--- src/rtl/vmem_reader_pkg.sv ---
// Shared definitions for the vector memory reader.
// Lane geometry and FSM state encoding.
package vmem_reader_pkg;

  localparam int VEC_W_DEF  = 128;
  localparam int WORD_W_DEF = 32;
  localparam int LANES_DEF  = VEC_W_DEF / WORD_W_DEF;

  typedef enum logic [1:0] {
    IDLE = 2'd0,
    READ = 2'd1,
    DONE = 2'd2
  } vmr_state_t;

  function automatic int lane_count(input int v, input int n);
    return v / n;
  endfunction

  function automatic int lane_idx_w(input int l);
    return (l > 1) ? $clog2(l) : 1;
  endfunction

endpackage

--- src/rtl/vmem_reader_lane_buffer.sv ---
// Vector assembly buffer: one N-bit slot per lane,
// written by a one-hot lane select.
module vlane_buffer #(
  parameter int V = 128,
  parameter int N = 32,
  parameter int L = V / N
) (
  input  logic         clk,
  input  logic         rst,
  input  logic [L-1:0] we,
  input  logic [N-1:0] wdata,
  output logic [V-1:0] q
);

  always_ff @(posedge clk or posedge rst) begin
    if (rst) begin
      q <= '0;
    end else begin
      for (int k = 0; k < L; k++) begin
        if (we[k]) q[k*N +: N] <= wdata;
      end
    end
  end

endmodule

--- src/rtl/vmem_reader.sv ---
// Multi-cycle vector load: fetches L words from data
// memory into a lane buffer and strobes write-back.
module vmem_reader
  import vmem_reader_pkg::*;
#(
  parameter int V = 128,
  parameter int N = 32,
  parameter int M = 4
) (
  input  logic         clk,
  input  logic         rst,
  input  logic         start_M,
  input  logic [N-1:0] addr_M,
  input  logic [M-1:0] regScr_M,
  output logic         mem_ren,
  output logic [N-1:0] mem_addr,
  input  logic [N-1:0] mem_rdata,
  input  logic         mem_rvalid,
  output logic         stall,
  output logic         regw_M,
  output logic [M-1:0] regScr_out,
  output logic [V-1:0] regVrslt_M
);

  localparam int L  = lane_count(V, N);
  localparam int LW = lane_idx_w(L);
  localparam logic [LW-1:0] LAST  = LW'(L - 1);
  localparam logic [N-1:0]  BYTES = N'(N / 8);

  vmr_state_t    state;
  logic [LW-1:0] lane;
  logic [N-1:0]  base;
  logic [M-1:0]  idx;
  logic [L-1:0]  lane_we;
  logic          in_read;

  assign in_read = (state == READ);

  always_ff @(posedge clk or posedge rst) begin
    if (rst) begin
      state  <= IDLE;
      lane   <= '0;
      base   <= '0;
      idx    <= '0;
      regw_M <= 1'b0;
    end else begin
      regw_M <= 1'b0;
      unique case (state)
        IDLE: begin
          if (start_M) begin
            base  <= addr_M;
            idx   <= regScr_M;
            lane  <= '0;
            state <= READ;
          end
        end
        READ: begin
          if (mem_rvalid) begin
            lane <= lane + LW'(1);
            if (lane == LAST) begin
              state  <= DONE;
              regw_M <= 1'b1;
            end
          end
        end
        DONE: state <= IDLE;
        default: state <= IDLE;
      endcase
    end
  end

  // Address wraps modulo 2^N by truncation of the adder.
  always_comb begin
    mem_ren  = in_read;
    mem_addr = '0;
    if (in_read) mem_addr = base + N'(lane) * BYTES;
  end

  always_comb begin
    lane_we = '0;
    if (in_read && mem_rvalid) lane_we[lane] = 1'b1;
  end

  assign stall = !rst &&
    ((state == IDLE && start_M) || in_read);

  assign regScr_out = idx;

  vlane_buffer #(
    .V(V),
    .N(N),
    .L(L)
  ) u_buf (
    .clk  (clk),
    .rst  (rst),
    .we   (lane_we),
    .wdata(mem_rdata),
    .q    (regVrslt_M)
  );

endmodule

--- config.mk ---
export PLATFORM = sky130hd
export DESIGN_NAME = vmem_reader
export DESIGN_NICKNAME = d
export VERILOG_FILES = /design/src/rtl/vmem_reader_pkg.sv /design/src/rtl/vmem_reader_lane_buffer.sv /design/src/rtl/vmem_reader.sv
export SDC_FILE = /design/constraint.sdc
export NUM_CORES = 1
export LEC_CHECK = 0
export CAP_MARGIN = 30
export CORE_MARGIN = 2
export CORE_UTILIZATION = 36
export DETAILED_ROUTE_END_ITERATION = 7
export GPL_ROUTABILITY_DRIVEN = 1
export PLACE_DENSITY = 0.71
export SETUP_SLACK_MARGIN = 0.05
export SKIP_LAST_GASP = 1
export SYNTH_ARGS = -nofsm -noshare
export SYNTH_HDL_FRONTEND = slang
export SYNTH_SLANG_ARGS = --single-unit
--- constraint.sdc ---
create_clock -name clk -period 5.1 [get_ports clk]
set_clock_uncertainty 0.15 [all_clocks]
set_input_delay 0.51 -clock clk [delete_from_list [all_inputs] [get_ports clk]]
set_output_delay 0.51 -clock clk [all_outputs]
set_load 0.005 [all_outputs]
==> flow_metrics.py <==
metrics = {
    "outcome": {
        "status": "complete, no violations",
    },
    "sta": {
        "worst_pin_slew_ns": 0.978,
        "slew_headroom": 0.345,
        "maxSlewViolCount": 0,
        "grt_setup_unrepaired": "no",
        "max_freq_mhz": 249,
        "fin_setup_tns_ns": 0,
        "finalCritPeriodShare": 0.787,
        "finalHoldViolCount": 0,
        "period_needed_ns": 4.02,
        "finalSetupViolCount": 0,
    },
    "yosys": {
        "seq_area_frac_synth": 0.592,
        "synth-seq-cells": 169,
        "synth_top_cell_by_area": "dfrtp_1",
        "synth_compound_area_frac": 0.0221,
        "syn_nets": 592,
        "synth_simple_gate_area_share": 0.0749,
        "postSynthAreaPerCell_sq_um": 13.9,
        "ys_types": 37,
        "muxShareOfSynthArea": 0.264,
        "synth_commonest_cells": "dfrtp_1, mux2_2, nand2_1",
        "synth_top_area_share": 0.592,
        "netlist_top_cells_area": "dfrtp_1, mux2_2, nand2_1",
        "synth-main-ff-cell": "dfrtp_1",
        "synth_edf_count": 0,
        "synthAdderAreaFrac": 0.0133,
        "yosysMostFrequentCell": "dfrtp_1",
        "synth_async_sr_flop_share": 1.00,
        "netlist_instances": 513,
        "yosys_warnings": 0,
        "syn_area_sq_um": 7150,
        "synth-xor-area-share": 0.0147,
        "synth_top_family_by_area": "multiplexers",
    },
    "clock_network": {
        "cts_root_buf": "clkbuf_16",
        "cts_hold_buf": 0,
        "cts_buffers": 17,
        "ctsResizeCount": 0,
        "cts_tree": "built",
        "cts_sinks": 169,
        "clk_latency_ns": 0.41,
        "clockBufferDepth": 2,
        "cts_setup_buffers": 0,
        "cts_htree_levels": 4,
        "clk_pin_slew_ns": 0.07,
    },
    "placement": {
        "placed_cell_area_sq_um": 9920,
        "dp_hpwl_um": 13600,
        "gp_congestion": 0.816,
        "numPortBuffers": 238,
        "dp.cells": 1000,
    },
    "global_routing": {
        "gr-total-overflow": 0,
        "grt_pass1_wl_um": 30500,
        "grt_max_degree": 130,
        "grt_use_total": 0.184,
        "antenna_found_initial": 0,
        "grt_pass1_vias": 5527,
    },
    "die": {
        "dieHeight_um": 145,
        "fp.dieArea_sq_um": 21000,
        "dieWidth_um": 145,
        "initial_core_util": 0.367,
        "rows": 51,
        "pin_count": 239,
        "coreArea_sq_um": 19500,
    },
    "finish": {
        "nets": 833,
        "final_util": 0.541,
        "num_antenna_cells": 0,
        "final_area_sq_um": 10500,
        "layout.cells.non_filler": 1032,
        "syn_to_final_growth_pct": 47.2,
        "drive_gt1_frac": 0.272,
    },
    "setup_path": {
        "setup.worst_path.end_class": "output pin",
        "reg2regPathDepth": 5,
        "r2r-start": "state[1]$_DFFE_PP0P_",
        "cp_data_required_time_ns": 4.44,
        "worstPathCellList": "nand2b_1 -> clkinv_1 -> o311ai_0 -> o41ai_1 -> clkdlybuf4s50_1",
        "crit_family": "buffers and inverters",
        "critPathMaxStageDelay_ns": 0.89,
        "r2r_setup_slack_ns": 1.57,
        "r2r_end": "u_buf.q[103]$_DFFE_PP0P_",
        "path_buf_inv": 2,
        "cp_max_fo": 27,
        "cp_slowest_cell": "clkinv_1",
        "start_kind": "register",
        "worstPathArrival_ns": 3.36,
        "worstSetupPathType": "register to output pin",
    },
    "drt": {
        "avgRoutedWirePerCell_um": 18.5,
        "wl_um": 19000,
        "vias_per_cell": 4.91,
        "remaining_drc_errors": 0,
        "vias": 5064,
        "drt_iter0_drc": 217,
        "firstDrtPassIters": 4,
        "final_antenna_net_count": 0,
    },
    "hold_path": {
        "holdPathEnd": "u_buf.q[57]$_DFFE_PP0P_",
        "hold_depth": 1,
        "min_from": "u_buf.q[57]$_DFFE_PP0P_",
        "hold_class": "register to register",
    },
    "run": {
        "max_cap_viol_count": 0,
    },
    "pwr": {
        "switching_share": 0.313,
        "internal_power_mw": 4.83,
        "p_seq_frac": 0.357,
        "combinationalPowerShare": 0.458,
        "cellPowerDensity_nw_per_um2": 668,
        "clock_power_share": 0.185,
        "switching_power_mw": 2.20,
        "vdd_drop_max_uv": 355,
        "leakagePower_nw": 4.32,
    },
}
-- cell type report --
class	instances	area, sq um
fillers	1633	8940
well taps	265	332
multi-input cells	312	2800
clock inverters	15	178
flip-flops and latches	169	4230
inverters	9	37.5
clock buffers	17	425
repair buffers	245	2520
-- per-stage QoR --
| step | hold WS [ns] | power [mW] | setup slack (ns) |
|---|---|---|---|
| CTS | 0.358 | 7.11 | 1.05 |
| global route | 0.367 | 7.48 | 0.786 |
| finish | 0.354 | 7.03 | 1.08 |
| detailed placement | 0.342 | 5.77 | 1.54 |
| floorplan | 0.322 | 3.77 | 2.29 |
| global placement | 0.338 | 5.63 | 1.48 |
-- state kept, by name, summed over array words and instances, names as in the netlist --
name	count
regw_M	1
lane	2
base	32
u_buf.q	128
regScr_out	4
state	2
-- layer usage --
layer	wire (um)	part of all wire	vias up	global-route usage
met5	0	0	-	0
met4	133	0.0070	0	0.0426
met3	1740	0.091	9	0.0818
met2	9300	0.49	181	0.307
met1	7870	0.41	2553	0.220
li1	-	-	2321	-
-- power groups by stage --
stage / combinational [mW] / sequential (mW) / clock, mW
after floorplan: 1.30 / 2.47 / 0
after global placement: 3.14 / 2.49 / 0
after detailed placement: 3.25 / 2.53 / 0
after CTS: 3.27 / 2.52 / 1.33
after global routing: 3.47 / 2.62 / 1.39
final: 3.22 / 2.51 / 1.30
-- worst max-delay path by stage --
| stage | start | to | cells after the start |
|---|---|---|---|
| 2_1_floorplan | rst | base[0]$_DFFE_PP0P_ | 1 |
| 3_3_place_gp | state[1]$_DFFE_PP0P_ | u_buf.q[127]$_DFFE_PP0P_ | 5 |
| 3_5_place_dp | state[1]$_DFFE_PP0P_ | mem_addr[24] | 5 |
| 4_1_cts | state[1]$_DFFE_PP0P_ | mem_addr[24] | 5 |
| 5_1_grt | state[1]$_DFFE_PP0P_ | mem_addr[24] | 5 |
| 6_report | state[1]$_DFFE_PP0P_ | mem_addr[24] | 5 |
-- kinds of logic (layout without fill, tap and decap cells) --
| family | Yosys count | count (layout) |
|---|---|---|
| flip-flops | 169 | 169 |
| AO/OA/AOI/OAI | 26 | 26 |
| AND/OR/NAND/NOR | 99 | 99 |
| multiplexers | 168 | 168 |
| adder cells (fa/ha/maj) | 7 | 7 |
| buffers and inverters | 32 | 286 |
| XOR/XNOR | 12 | 12 |
-- worst reg2reg max path, delay by kind of cell, from the launching register on --
kind	cells	cell delay [ns]
buf+inv	2	1.14
flops	1	0.37
mux	1	0.39
simple gates	2	1.38
-- placed cells by master (no fill, tap or decap), types with 7 or more instances in the layout --
master and instances:
a21oi_1 9, clkbuf_16 17, clkdlybuf4s50_1 238, dfrtp_1 169, inv_1 7, mux2_2 162
nand2_1 22, nand2b_1 7, nand3_1 8, nand4_1 8, nor2_1 16, nor4_1 8
o21ai_0 8, xnor2_1 8
Note: power is estimated with default switching activity, not from simulation.
